## config.mk

```make
export PLATFORM = sky130hd
export DESIGN_NAME = peripheral_gpio_debounce
export DESIGN_NICKNAME = d
export VERILOG_FILES = /design/src/rtl/peripheral_gpio_debounce.sv
export SDC_FILE = /design/constraint.sdc
export NUM_CORES = 2
export LEC_CHECK = 0
export ABC_AREA = 1
export CAP_MARGIN = 15
export CORE_MARGIN = 10
export CORE_UTILIZATION = 62
export CTS_CLUSTER_SIZE = 24
export DETAILED_ROUTE_END_ITERATION = 10
export PLACE_DENSITY_LB_ADDON = 0.15
export SLEW_MARGIN = 40
export SYNTH_ARGS = -nofsm -noshare
export SYNTH_HDL_FRONTEND = slang
export SYNTH_SLANG_ARGS = --single-unit
export TNS_END_PERCENT = 1
```

## constraint.sdc

```tcl
create_clock -name PCLK -period 46.8 [get_ports PCLK]
set_input_delay 11.7 -clock PCLK [delete_from_list [all_inputs] [get_ports PCLK]]
set_output_delay 11.7 -clock PCLK [all_outputs]
set_load 0.005 [all_outputs]
```

## src/rtl/peripheral_gpio_debounce.sv

```systemverilog
// Per-bit pad synchronizer, debounce filter and edge/interrupt
// generator that feeds the gpio_i port of the GPIO APB4 core.
module peripheral_gpio_debounce #(
    parameter int PDATA_SIZE = 32,
    parameter int SYNC_DEPTH = 3,
    parameter int CNT_SIZE   = 16
) (
    input  logic                  PCLK,
    input  logic                  PRESET,
    input  logic [PDATA_SIZE-1:0] gpio_pad_i,
    input  logic [PDATA_SIZE-1:0] cfg_deb_en,
    input  logic [CNT_SIZE-1:0]   cfg_limit,
    input  logic [PDATA_SIZE-1:0] cfg_rise_en,
    input  logic [PDATA_SIZE-1:0] cfg_fall_en,
    input  logic [PDATA_SIZE-1:0] irq_clr,
    output logic [PDATA_SIZE-1:0] gpio_i,
    output logic [PDATA_SIZE-1:0] rise_o,
    output logic [PDATA_SIZE-1:0] fall_o,
    output logic [PDATA_SIZE-1:0] irq_pending,
    output logic                  irq_o
);

    typedef logic [PDATA_SIZE-1:0] vec_t;
    typedef logic [CNT_SIZE-1:0]   cnt_t;

    vec_t [SYNC_DEPTH-1:0] sync_q, sync_d;
    vec_t                  stable_q, stable_d;
    vec_t                  stable_dly_q, stable_dly_d;
    vec_t                  rise_q, rise_d;
    vec_t                  fall_q, fall_d;
    vec_t                  pend_q, pend_d;
    cnt_t [PDATA_SIZE-1:0] cnt_q, cnt_d;
    vec_t                  sync;

    assign sync = sync_q[SYNC_DEPTH-1];

    always_comb begin
        sync_d[0] = gpio_pad_i;
        for (int k = 1; k < SYNC_DEPTH; k++) begin
            sync_d[k] = sync_q[k-1];
        end
    end

    // Compare before increment, so an all-ones limit never overflows.
    always_comb begin
        stable_d = stable_q;
        cnt_d    = cnt_q;
        for (int i = 0; i < PDATA_SIZE; i++) begin
            if (!cfg_deb_en[i]) begin
                stable_d[i] = sync[i];
                cnt_d[i]    = '0;
            end else if (sync[i] == stable_q[i]) begin
                cnt_d[i] = '0;
            end else if (cnt_q[i] == cfg_limit) begin
                stable_d[i] = sync[i];
                cnt_d[i]    = '0;
            end else begin
                cnt_d[i] = cnt_q[i] + 1'b1;
            end
        end
    end

    always_comb begin
        stable_dly_d = stable_q;
        rise_d       = stable_q & ~stable_dly_q;
        fall_d       = ~stable_q & stable_dly_q;
        pend_d       = (pend_q & ~irq_clr)
                     | (rise_q & cfg_rise_en)
                     | (fall_q & cfg_fall_en);
    end

    always_ff @(posedge PCLK or posedge PRESET) begin
        if (PRESET) begin
            sync_q       <= '0;
            stable_q     <= '0;
            stable_dly_q <= '0;
            rise_q       <= '0;
            fall_q       <= '0;
            pend_q       <= '0;
            cnt_q        <= '0;
        end else begin
            sync_q       <= sync_d;
            stable_q     <= stable_d;
            stable_dly_q <= stable_dly_d;
            rise_q       <= rise_d;
            fall_q       <= fall_d;
            pend_q       <= pend_d;
            cnt_q        <= cnt_d;
        end
    end

    assign gpio_i      = stable_q;
    assign rise_o      = rise_q;
    assign fall_o      = fall_q;
    assign irq_pending = pend_q;
    assign irq_o       = |pend_q;

endmodule

```

==> run_results.csv <==
group,metric,value,unit
clock_network,post_cts_resized,0,
route,drtIter0Drc,3579,
worst_hold_path,holdPathStages,0,
worst_setup_path,cp_max_fo,2,
timing,tightest_slew,902,ps
power_and_ir_drop,ir_drop,0.0283,mV
floorplanning,die_h,283,um
synthesis,synth_edf_count,0,
synthesis,synth-warning-count,0,
worst_setup_path,reg2reg_slack,44980,ps
timing,finalMaxSlewViolations,0,
cells_and_area,syn2layout_area_growth,14.4,%
route,dr_wl_met3,11900,um
synthesis,async_flop_share,100,%
worst_setup_path,critPathLaunchType,"flop",
timing,finalSetupTns,0,ps
clock_network,clk_latency,640,ps
worst_setup_path,arrival,2630,ps
route,route.met2.wl,54800,um
timing,skew,29.2,ps
route,wl_per_cell,16.9,um
timing,rsz0062_at_grt,"no",
floorplanning,core_area,68600,um2
route,met1Wirelength,50200,um
clock_network,clock_path_buffers,3,
global_route,grt_pass1_vias,35900,
synthesis,synth_seq_area_share,44.8,%
timing,maxSlewHeadroom,39.8,%
synthesis,ys_types,22,
timing,min_period,14330,ps
cells_and_area,nets,6392,
clock_network,cts.clk_slew.worst_paths,60,ps
worst_hold_path,hp-class,"reg -> reg",
synthesis,synth-seq-cells,768,
global_route,grt_max_degree,122,
clock_network,h-tree-depth,3,
global_route,track_usage,29.5,%
power_and_ir_drop,power.leakage,22.2,nW
route,remaining_drc_errors,0,
clock_network,cts.sinks,768,
worst_setup_path,path_class,"reg -> out",
clock_network,cts_made_buffers,82,
timing,final.period_utilization,30.6,%
clock_network,cts_setup_buffers,0,
route,routed_wl,121000,um
power_and_ir_drop,powerDensity,32.2,nW/um2
synthesis,synth_area_per_cell,7.27,um2
route,drt-pass1-iter-count,6,
cells_and_area,instances_no_fill,7179,
cells_and_area,nFillCells,5496,
floorplanning,die_w,283,um
global_route,overflow,0,
cells_and_area,drive_above_1_share,4.51,%
floorplanning,rows,96,
timing,setup-violations-final,0,
route,ant_nets,0,
global_route,grt_pass1_wl,191000,um
synthesis,netlist_instances,5908,
floorplanning,die-area,80200,um2
synthesis,syn_nets,6118,
global_route,antenna_found_initial,0,
cells_and_area,final_cell_mix,"nand2_1, nor2_1, dfrtp_1",
cells_and_area,antenna_cells,0,
synthesis,synth_flop_cell,"dfrtp_1",
clock_network,cts_tree,"done",
timing,fmax,69.8,MHz
route,vias,37700,
job,cap_violations,0,
worst_setup_path,end_kind,"output port",
run_status,run_status,"finished clean",
floorplanning,start_util,62.6,%
worst_setup_path,r2r_cells,6,
placement,port_buffers,306,
placement,dp.cells,7029,
placement,gp_congestion,0.910,
clock_network,cts_hold_buf,0,
floorplanning,io_pins,307,
placement,dp.final_hpwl,71800,um
worst_setup_path,crit_required,35100,ps
timing,hold_viol,0,
clock_network,clock-root-buffer,"clkbuf_16",
cells_and_area,layout_commonest_cell,"nand2_1",
route,routed_via_density,5.25,
route,maxUsedRoutingLayer,"met4",
synthesis,syn-cell-area,42900,um2
path summary, 6_finish.rpt:
| path | start | to |
|---|---|---|
| max | irq_pending[1] | irq_o |
| min | sync_d[83] | sync[19] |
| max reg2reg | cnt_q[48] | cnt_q[60] |
| min reg2reg | sync_d[83] | sync[19] |
| max in group asynchronous | PRESET | rise_o[10] |
| min in group asynchronous | PRESET | sync_d[56] |
report_power, final:
part           total [mW]  switching (mW)  internal (mW)  leakage [nW]
logic               0.172           0.108         0.0642          10.5
clock network       0.702           0.275          0.427          1.44
registers           0.706          0.0192          0.687          10.2
worst max-delay path: stages, from the launching register on:
cell	delay (ps)
dfrtp_1	370
inv_1	140
nand4_1	560
nor4_1	370
nand2_1	100
clkdlybuf4s50_1	460
Yosys cell counts (23+ instances only):
library cell | number | area (um2)
nor3_1 | 142 | 711
xor2_1 | 408 | 3570
ha_1 | 32 | 400
nor2_1 | 1104 | 4140
nand3_4 | 23 | 403
nand3_1 | 173 | 866
inv_1 | 679 | 2550
dfrtp_1 | 768 | 19200
xnor2_1 | 32 | 280
o211ai_1 | 32 | 240
buf_6 | 68 | 766
nand2_1 | 2185 | 8200
o21ai_0 | 40 | 200
buf_4 | 31 | 233
nand2_2 | 31 | 194
nand4_1 | 68 | 425
buf_2 | 45 | 225
cell families (layout without fill, tap and decap cells):
kind of cell	Yosys count	after routing	synth area share [%]
AND/OR/NAND/NOR	3757	3757	35.3
adder cells (fa/ha/maj)	32	32	0.932
XOR/XNOR	440	440	8.97
AO/OA/AOI/OAI	72	72	1.03
buffers and inverters	839	1179	8.98
flip-flops	768	768	44.8
routing by layer:
metal	track usage, %	up-vias
li1	-	18300
met1	39.6	17500
met2	47.4	1539
met3	5.76	309
met4	10.4	0
met5	0	-
area by class of cell:
type | instances | area [um2] | share of cell area [%]
flip-flops and latches | 768 | 19200 | 39.1
clock inverters | 30 | 422 | 0.858
inverters | 695 | 2650 | 5.40
well taps | 931 | 1160 | 2.37
clock buffers | 120 | 2510 | 5.11
repair buffers | 334 | 3300 | 6.71
multi-input cells | 4301 | 19900 | 40.4
metrics by stage:
| stage | power, mW | utilization (%) | area (um2) | setup slack, ps | hold WS, ps |
|---|---|---|---|---|---|
| finish | 1.58 | 71.6 | 49100 | 32470 | 346 |
| global route | 1.63 | 71.6 | 49100 | 32420 | 352 |
| CTS | 1.59 | 71.6 | 49100 | 32410 | 347 |
| detailed placement | 0.889 | 67.4 | 46200 | 32530 | 335 |
| global placement | 0.884 | 67.2 | 46100 | 32580 | 331 |
| floorplan | 0.812 | - | 42900 | 13540 | 331 |
sequential cells by signal, indices dropped and copies added (netlist names):
register and count:
fall_o 32, irq_pending 32, rise_o 32, gpio_i 32, cnt_q 512, sync 32, sync_d 64, stable_dly_q 32
(Power assumes the default switching activity.)
